--- config.mk ---
export PLATFORM = sky130hd
export DESIGN_NAME = radar_trig_timebase
export DESIGN_NICKNAME = d
export VERILOG_FILES = /design/src/rtl/radar_trig_timebase.sv
export SDC_FILE = /design/constraint.sdc
export NUM_CORES = 1
export LEC_CHECK = 0
export ABC_AREA = 1
export BUFFER_PORTS_ARGS = -buffer_cell sky130_fd_sc_hd__clkbuf_2
export CORE_ASPECT_RATIO = 1.2
export CORE_MARGIN = 2
export CORE_UTILIZATION = 57
export CTS_CLUSTER_SIZE = 14
export DETAILED_ROUTE_END_ITERATION = 8
export PLACE_DENSITY_LB_ADDON = 0.2
export SLEW_MARGIN = 20
export SYNTH_ARGS = -nofsm -noshare
export SYNTH_HDL_FRONTEND = slang
export SYNTH_SLANG_ARGS = --single-unit
--- constraint.sdc ---
create_clock -name SYS_CLK -period 2.7 [get_ports SYS_CLK]
set_clock_uncertainty 0.2 [all_clocks]
set_input_delay 0.135 -clock SYS_CLK [delete_from_list [all_inputs] [get_ports SYS_CLK]]
set_output_delay 0.135 -clock SYS_CLK [all_outputs]
set_load 0.03 [all_outputs]
--- src/rtl/radar_trig_timebase.sv ---
// radar_trig_timebase
//   Front-end timing stage for the azimuth/MT generators. It synchronises the
//   external radar trigger, rejects re-triggers inside a lockout window, produces
//   a microsecond tick that is re-phased on every accepted trigger, measures the
//   trigger period in microseconds and flags a lost trigger.
//
// Ports
//   SYS_CLK        in   system clock
//   SYS_RESETN     in   asynchronous active-low reset
//   RADAR_TRIG     in   raw trigger, asynchronous to SYS_CLK
//   RADAR_TRIG_PE  out  one-cycle pulse per accepted trigger
//   USEC_PE        out  one-cycle pulse every CLK_PER_USEC cycles
//   TRIG_PERIOD    out  usec between the last two accepted triggers
//   PERIOD_VALID   out  TRIG_PERIOD holds a real measurement
//   TRIG_LOST      out  no accepted trigger for TIMEOUT_USEC usec
//   TRIG_REJECTED  out  one-cycle pulse when an edge falls inside the lockout
module radar_trig_timebase #(
    parameter int unsigned CLK_PER_USEC  = 100,
    parameter int unsigned MIN_TRIG_USEC = 100,
    parameter int unsigned TIMEOUT_USEC  = 20000,
    parameter int unsigned PW            = 16
) (
    input  logic          SYS_CLK,
    input  logic          SYS_RESETN,
    input  logic          RADAR_TRIG,
    output logic          RADAR_TRIG_PE,
    output logic          USEC_PE,
    output logic [PW-1:0] TRIG_PERIOD,
    output logic          PERIOD_VALID,
    output logic          TRIG_LOST,
    output logic          TRIG_REJECTED
);

    localparam int unsigned    PSW     = (CLK_PER_USEC > 1) ? $clog2(CLK_PER_USEC) : 1;
    localparam logic [PSW-1:0] PS_LAST = PSW'(CLK_PER_USEC - 1);
    localparam logic [PW-1:0]  CNT_MAX = '1;
    localparam logic [PW-1:0]  MIN_CNT = PW'(MIN_TRIG_USEC);
    localparam logic [PW-1:0]  TMO_CNT = PW'(TIMEOUT_USEC);

    typedef enum logic [1:0] {StIdle, StLockout, StArmed} state_e;

    state_e         state_q, state_d;
    logic           sync_s1_q, sync_s2_q, sync_prev_q;
    logic [PSW-1:0] presc_q;
    logic [PW-1:0]  usec_cnt_q;

    logic edge_det;
    logic accept;    // edge taken as a new reference trigger
    logic capture;   // accepted edge that also closes a period measurement
    logic reject;    // edge dropped by the lockout
    logic tmo_hit;   // armed too long without an edge
    logic tick;      // prescaler wrap not pre-empted by an accepted trigger

    assign edge_det = sync_s2_q & ~sync_prev_q;
    // An accepted trigger re-phases the prescaler, so it swallows a coincident tick.
    assign tick     = (presc_q == PS_LAST) && !accept;

    // State register
    always_ff @(posedge SYS_CLK or negedge SYS_RESETN) begin
        if (!SYS_RESETN) begin
            state_q <= StIdle;
        end else begin
            state_q <= state_d;
        end
    end

    // Next-state logic
    always_comb begin
        state_d = state_q;
        unique case (state_q)
            StIdle: begin
                if (accept) state_d = StLockout;
            end
            StLockout: begin
                if (accept)                        state_d = StLockout;
                else if (usec_cnt_q >= MIN_CNT)    state_d = StArmed;
            end
            StArmed: begin
                if (accept)       state_d = StLockout;
                else if (tmo_hit) state_d = StIdle;
            end
            default: state_d = StIdle;
        endcase
    end

    // FSM decode. LOCKOUT with the counter already at the limit behaves as ARMED,
    // covering the single cycle before the registered state catches up.
    always_comb begin
        accept  = 1'b0;
        capture = 1'b0;
        reject  = 1'b0;
        tmo_hit = 1'b0;
        unique case (state_q)
            StIdle: begin
                accept = edge_det;
            end
            StLockout: begin
                if (usec_cnt_q < MIN_CNT) begin
                    reject = edge_det;
                end else begin
                    accept  = edge_det;
                    capture = edge_det;
                end
            end
            StArmed: begin
                accept  = edge_det;
                capture = edge_det;
                // An edge in the timeout cycle wins.
                tmo_hit = !edge_det && (usec_cnt_q >= TMO_CNT);
            end
            default: ;
        endcase
    end

    // Datapath and registered outputs
    always_ff @(posedge SYS_CLK or negedge SYS_RESETN) begin
        if (!SYS_RESETN) begin
            sync_s1_q     <= 1'b0;
            sync_s2_q     <= 1'b0;
            sync_prev_q   <= 1'b0;
            presc_q       <= '0;
            usec_cnt_q    <= '0;
            RADAR_TRIG_PE <= 1'b0;
            USEC_PE       <= 1'b0;
            TRIG_PERIOD   <= '0;
            PERIOD_VALID  <= 1'b0;
            TRIG_LOST     <= 1'b0;
            TRIG_REJECTED <= 1'b0;
        end else begin
            sync_s1_q     <= RADAR_TRIG;
            sync_s2_q     <= sync_s1_q;
            sync_prev_q   <= sync_s2_q;
            RADAR_TRIG_PE <= accept;
            TRIG_REJECTED <= reject;
            USEC_PE       <= tick;

            if (accept || (presc_q == PS_LAST)) begin
                presc_q <= '0;
            end else begin
                presc_q <= presc_q + PSW'(1);
            end

            if (accept) begin
                usec_cnt_q <= '0;
            end else if (tick && (usec_cnt_q != CNT_MAX)) begin
                usec_cnt_q <= usec_cnt_q + PW'(1);
            end

            if (capture) begin
                TRIG_PERIOD  <= usec_cnt_q;
                PERIOD_VALID <= 1'b1;
            end else if (tmo_hit) begin
                PERIOD_VALID <= 1'b0;
            end

            if (accept) begin
                TRIG_LOST <= 1'b0;
            end else if (tmo_hit) begin
                TRIG_LOST <= 1'b1;
            end
        end
    end

endmodule

==> results.json <==
{
  "share_of_the_yosys_chip_area_belonging_to_registers_pct": 46.4,
  "post-route-period-util_pct": 80.2,
  "synth_area_leader_cell": "sky130_fd_sc_hd__dfrtp_1",
  "cts.sinks": 49,
  "synth.ff_latch_count": 49,
  "clk_latency_ps": 300,
  "syn-mean-instance-area_um2": 8.35,
  "timing.critical_path.cells": "ha_1 > nand3_2 > nor2_4 > nand2_1 > nor3_4 > o211ai_1 > nand2_1",
  "switching_power_mw": 0.495,
  "placement.setup.worst_slack_ps": 582,
  "grt_pass1_vias": 2052,
  "power.combinational.fraction_pct": 19.4,
  "tritoncts": "done",
  "post-synth-top-count-cell": "sky130_fd_sc_hd__nand2_1",
  "drt-met1-wl_um": 2360,
  "htree_num_levels": 2,
  "final_critical_path_setup_slack_ps": 535,
  "r2r.worst_path.cells": 7,
  "core_mm2": 0.00453,
  "seqPwrFrac_pct": 49.2,
  "critPathKind": "reg2reg",
  "top_layer": "met4",
  "synth-async-reset-ratio_pct": 100,
  "postRouteAntennaNets": 0,
  "clk_transition_reported_paths_ps": 90,
  "post_cts_resized": 0,
  "synth_ff_type": "sky130_fd_sc_hd__dfrtp_1",
  "diodes": 0,
  "synth_top_cell_area_share_pct": 46.4,
  "hold_path.class": "in2async",
  "p_leak_nw": 1.58,
  "first_iter_violations": 110,
  "fraction_of_synthesized_area_in_multiplexers_pct": 0,
  "number_of_buffers_added_by_the_clock_tree_synthesis_step": 5,
  "grt_first_pass_wirelength_um": 8850,
  "parity_gate_share_of_the_synthesized_area_counting_xor_and_xnor_cells_pct": 4.64,
  "num_vias": 2077,
  "worst_slew_pin_slew_ps": 676,
  "wl_met3_um": 144,
  "synth-adder-area-share_pct": 3.32,
  "timing.max_cap.violations": 0,
  "run_status": "finished clean",
  "power_switching_share_pct": 29.1,
  "yosysWarningCount": 0,
  "antenna_found_initial": 0,
  "critPathSlowestCell": "sky130_fd_sc_hd__nor3_4",
  "cp_depth": 7,
  "dpl.hpwl_um": 3640,
  "grt.overflow.total": 0,
  "floorplan.initialDensity_pct": 58.3,
  "final-setup-viol-count": 0,
  "internal-power_mw": 1.21,
  "drt_drc_violations_left": 0,
  "synthesis.area_mm2": 0.00264,
  "timing.critical_path.fanout_max": 15,
  "synth_fp_nets": 326,
  "synth_top_cells_by_count": "sky130_fd_sc_hd__nand2_1, sky130_fd_sc_hd__dfrtp_1, sky130_fd_sc_hd__inv_1",
  "final-hold-violation-count": 0,
  "num_rows": 27,
  "finalWeightedCongestion": 0.878,
  "drive_gt1_share_pct": 15.0,
  "synth_cell_types": 25,
  "synth-edff-count": 0,
  "cts_post_setup_buffers_inserted": 0,
  "track_usage_pct": 21.4,
  "clockBufferDepth": 2,
  "synth_compound_area_share_pct": 8.10,
  "timing.critical_path.max_delay_family": "simple AND/OR/NAND/NOR gates",
  "grt_setup_unrepaired": "false",
  "largest_family_of_logic_cells_by_synthesized_area": "simple AND/OR/NAND/NOR gates",
  "relative_contribution_of_the_clock_network_to_total_power_pct": 31.4,
  "ctsRootBufferMaster": "sky130_fd_sc_hd__clkbuf_8",
  "path_common_cell": "sky130_fd_sc_hd__nand2_1",
  "dieWidth_um": 66.1,
  "wire_per_inst_um": 12.7,
  "nNetsFinal": 349,
  "numPortBuffers": 23,
  "drt-total-wl_um": 5070,
  "die_h_um": 78.6,
  "synth.area.top_cells": "sky130_fd_sc_hd__dfrtp_1, sky130_fd_sc_hd__nand2_1, sky130_fd_sc_hd__inv_1",
  "period_minus_slack_ps": 2170,
  "number_of_instances_in_the_synthesized_netlist": 316,
  "power.density_mw_per_mm2": 588,
  "grt_max_degree": 38,
  "fmax_mhz": 462,
  "synth_simple_gate_area_share_pct": 28.6,
  "io-pin-count": 24,
  "arrival_ps": 2200,
  "timing.critical_path.slowest_cell_delay_ps": 510,
  "timing.critical_path.buf_inv": 0,
  "detail_route.vias_per_cell": 5.22,
  "power.ir.vdd_worst_mv": 0.476,
  "route.met2.wl_um": 2500,
  "slew_viol_final": 0,
  "worstSetupStartpointType": "flop",
  "critical_path_required_ps": 2730,
  "drtPass1Iterations": 4,
  "worst_setup_path_end_kind": "flop",
  "maxSlewHeadroom_pct": 54.9,
  "growth_of_design_area_from_synthesis_to_finish_pct": 9.76,
  "tns_ps": 0,
  "die_area_mm2": 0.00519
}
worst register-to-register path, delay by kind of cell, from the launching register on:
kind	cells	cell delay, ps
adders and majority gates	1	230
AOI/OAI and AO/OA	1	170
and+or+nand+nor	5	1060
DFF	1	430
stage by stage:
step | instance area [µm²] | hold WS, ps | power (mW) | utilization, % | cells
2_1_floorplan | 2640 | -361 | 1.13 | - | 316
3_3_place_gp | 2760 | -53.7 | 1.18 | 61.0 | 388
3_5_place_dp | 2760 | -45.8 | 1.19 | 61.0 | 388
4_1_cts | 2900 | 157 | 1.72 | 64.0 | 398
5_1_grt | 2900 | 174 | 1.81 | 64.0 | 398
6_report | 2900 | 156 | 1.70 | 64.0 | 398
final cells by class:
class | instances | area (µm²)
Fill cell | 410 | 1630
Sequential cell | 49 | 1230
Multi-Input combinational cell | 215 | 1180
Inverter | 41 | 154
Timing Repair Buffer | 27 | 150
Clock buffer | 7 | 86.3
Tap cell | 58 | 72.6
Clock inverter | 1 | 30.0
power groups by stage:
stage          registers [mW]  logic [mW]  clock network [mW]
2_1_floorplan           0.873       0.252                   0
5_1_grt                 0.850       0.385               0.572
3_3_place_gp            0.852       0.324                   0
4_1_cts                 0.840       0.335               0.546
6_report                0.839       0.331               0.535
3_5_place_dp            0.854       0.333                   0
final timing paths:
path / start / to / slack (ps)
max in group asynchronous: SYS_RESETN / usec_cnt_q[5] / 1890
worst max register to register: usec_cnt_q[1] / usec_cnt_q[11] / 530
worst min register to register: sync_s1_q / sync_s2_q / 160
min in group SYS_CLK: sync_s1_q / sync_s2_q / 160
worst max-delay path: usec_cnt_q[1] / usec_cnt_q[11] / 530
worst min-delay path: SYS_RESETN / TRIG_PERIOD[0] / 160
cell usage in the layout (no fill, tap or decap), types with 7 or more instances in the layout:
master	count
sky130_fd_sc_hd__ha_1	7
sky130_fd_sc_hd__nand3_1	16
sky130_fd_sc_hd__inv_1	37
sky130_fd_sc_hd__o211ai_1	16
sky130_fd_sc_hd__xor2_1	14
sky130_fd_sc_hd__o21ai_1	14
sky130_fd_sc_hd__nand4_1	19
sky130_fd_sc_hd__nand2_1	76
sky130_fd_sc_hd__nor2_1	30
sky130_fd_sc_hd__dfrtp_1	49
sky130_fd_sc_hd__clkbuf_2	23
state kept, by name, indices dropped and copies added, names as in the netlist:
name	cells
TRIG_PERIOD	16
usec_cnt_q	16
presc_q	7
state_q	2
PERIOD_VALID	1
RADAR_TRIG_PE	1
TRIG_LOST	1
TRIG_REJECTED	1
USEC_PE	1
sync_prev_q	1
sync_s1_q	1
sync_s2_q	1
metal layers:
layer	global-route usage, %	vias up
li1	-	1067
met2	35.8	35
met4	7.35	0
met5	0	-
met3	3.72	6
met1	27.8	969
timing repair:
item	CTS	global route
hold endpoints to repair	50	0
setup endpoints to repair	0	0
hold buffers	2	0
kinds of logic after synthesis:
kind of cell	after synthesis
AOI/OAI and AO/OA	34
xor gates and xnor gates	14
adders and majority gates	7
buffers and inverters	52
DFF	49
and+or+nand+nor	160
Power figures use the tool's default switching activity.
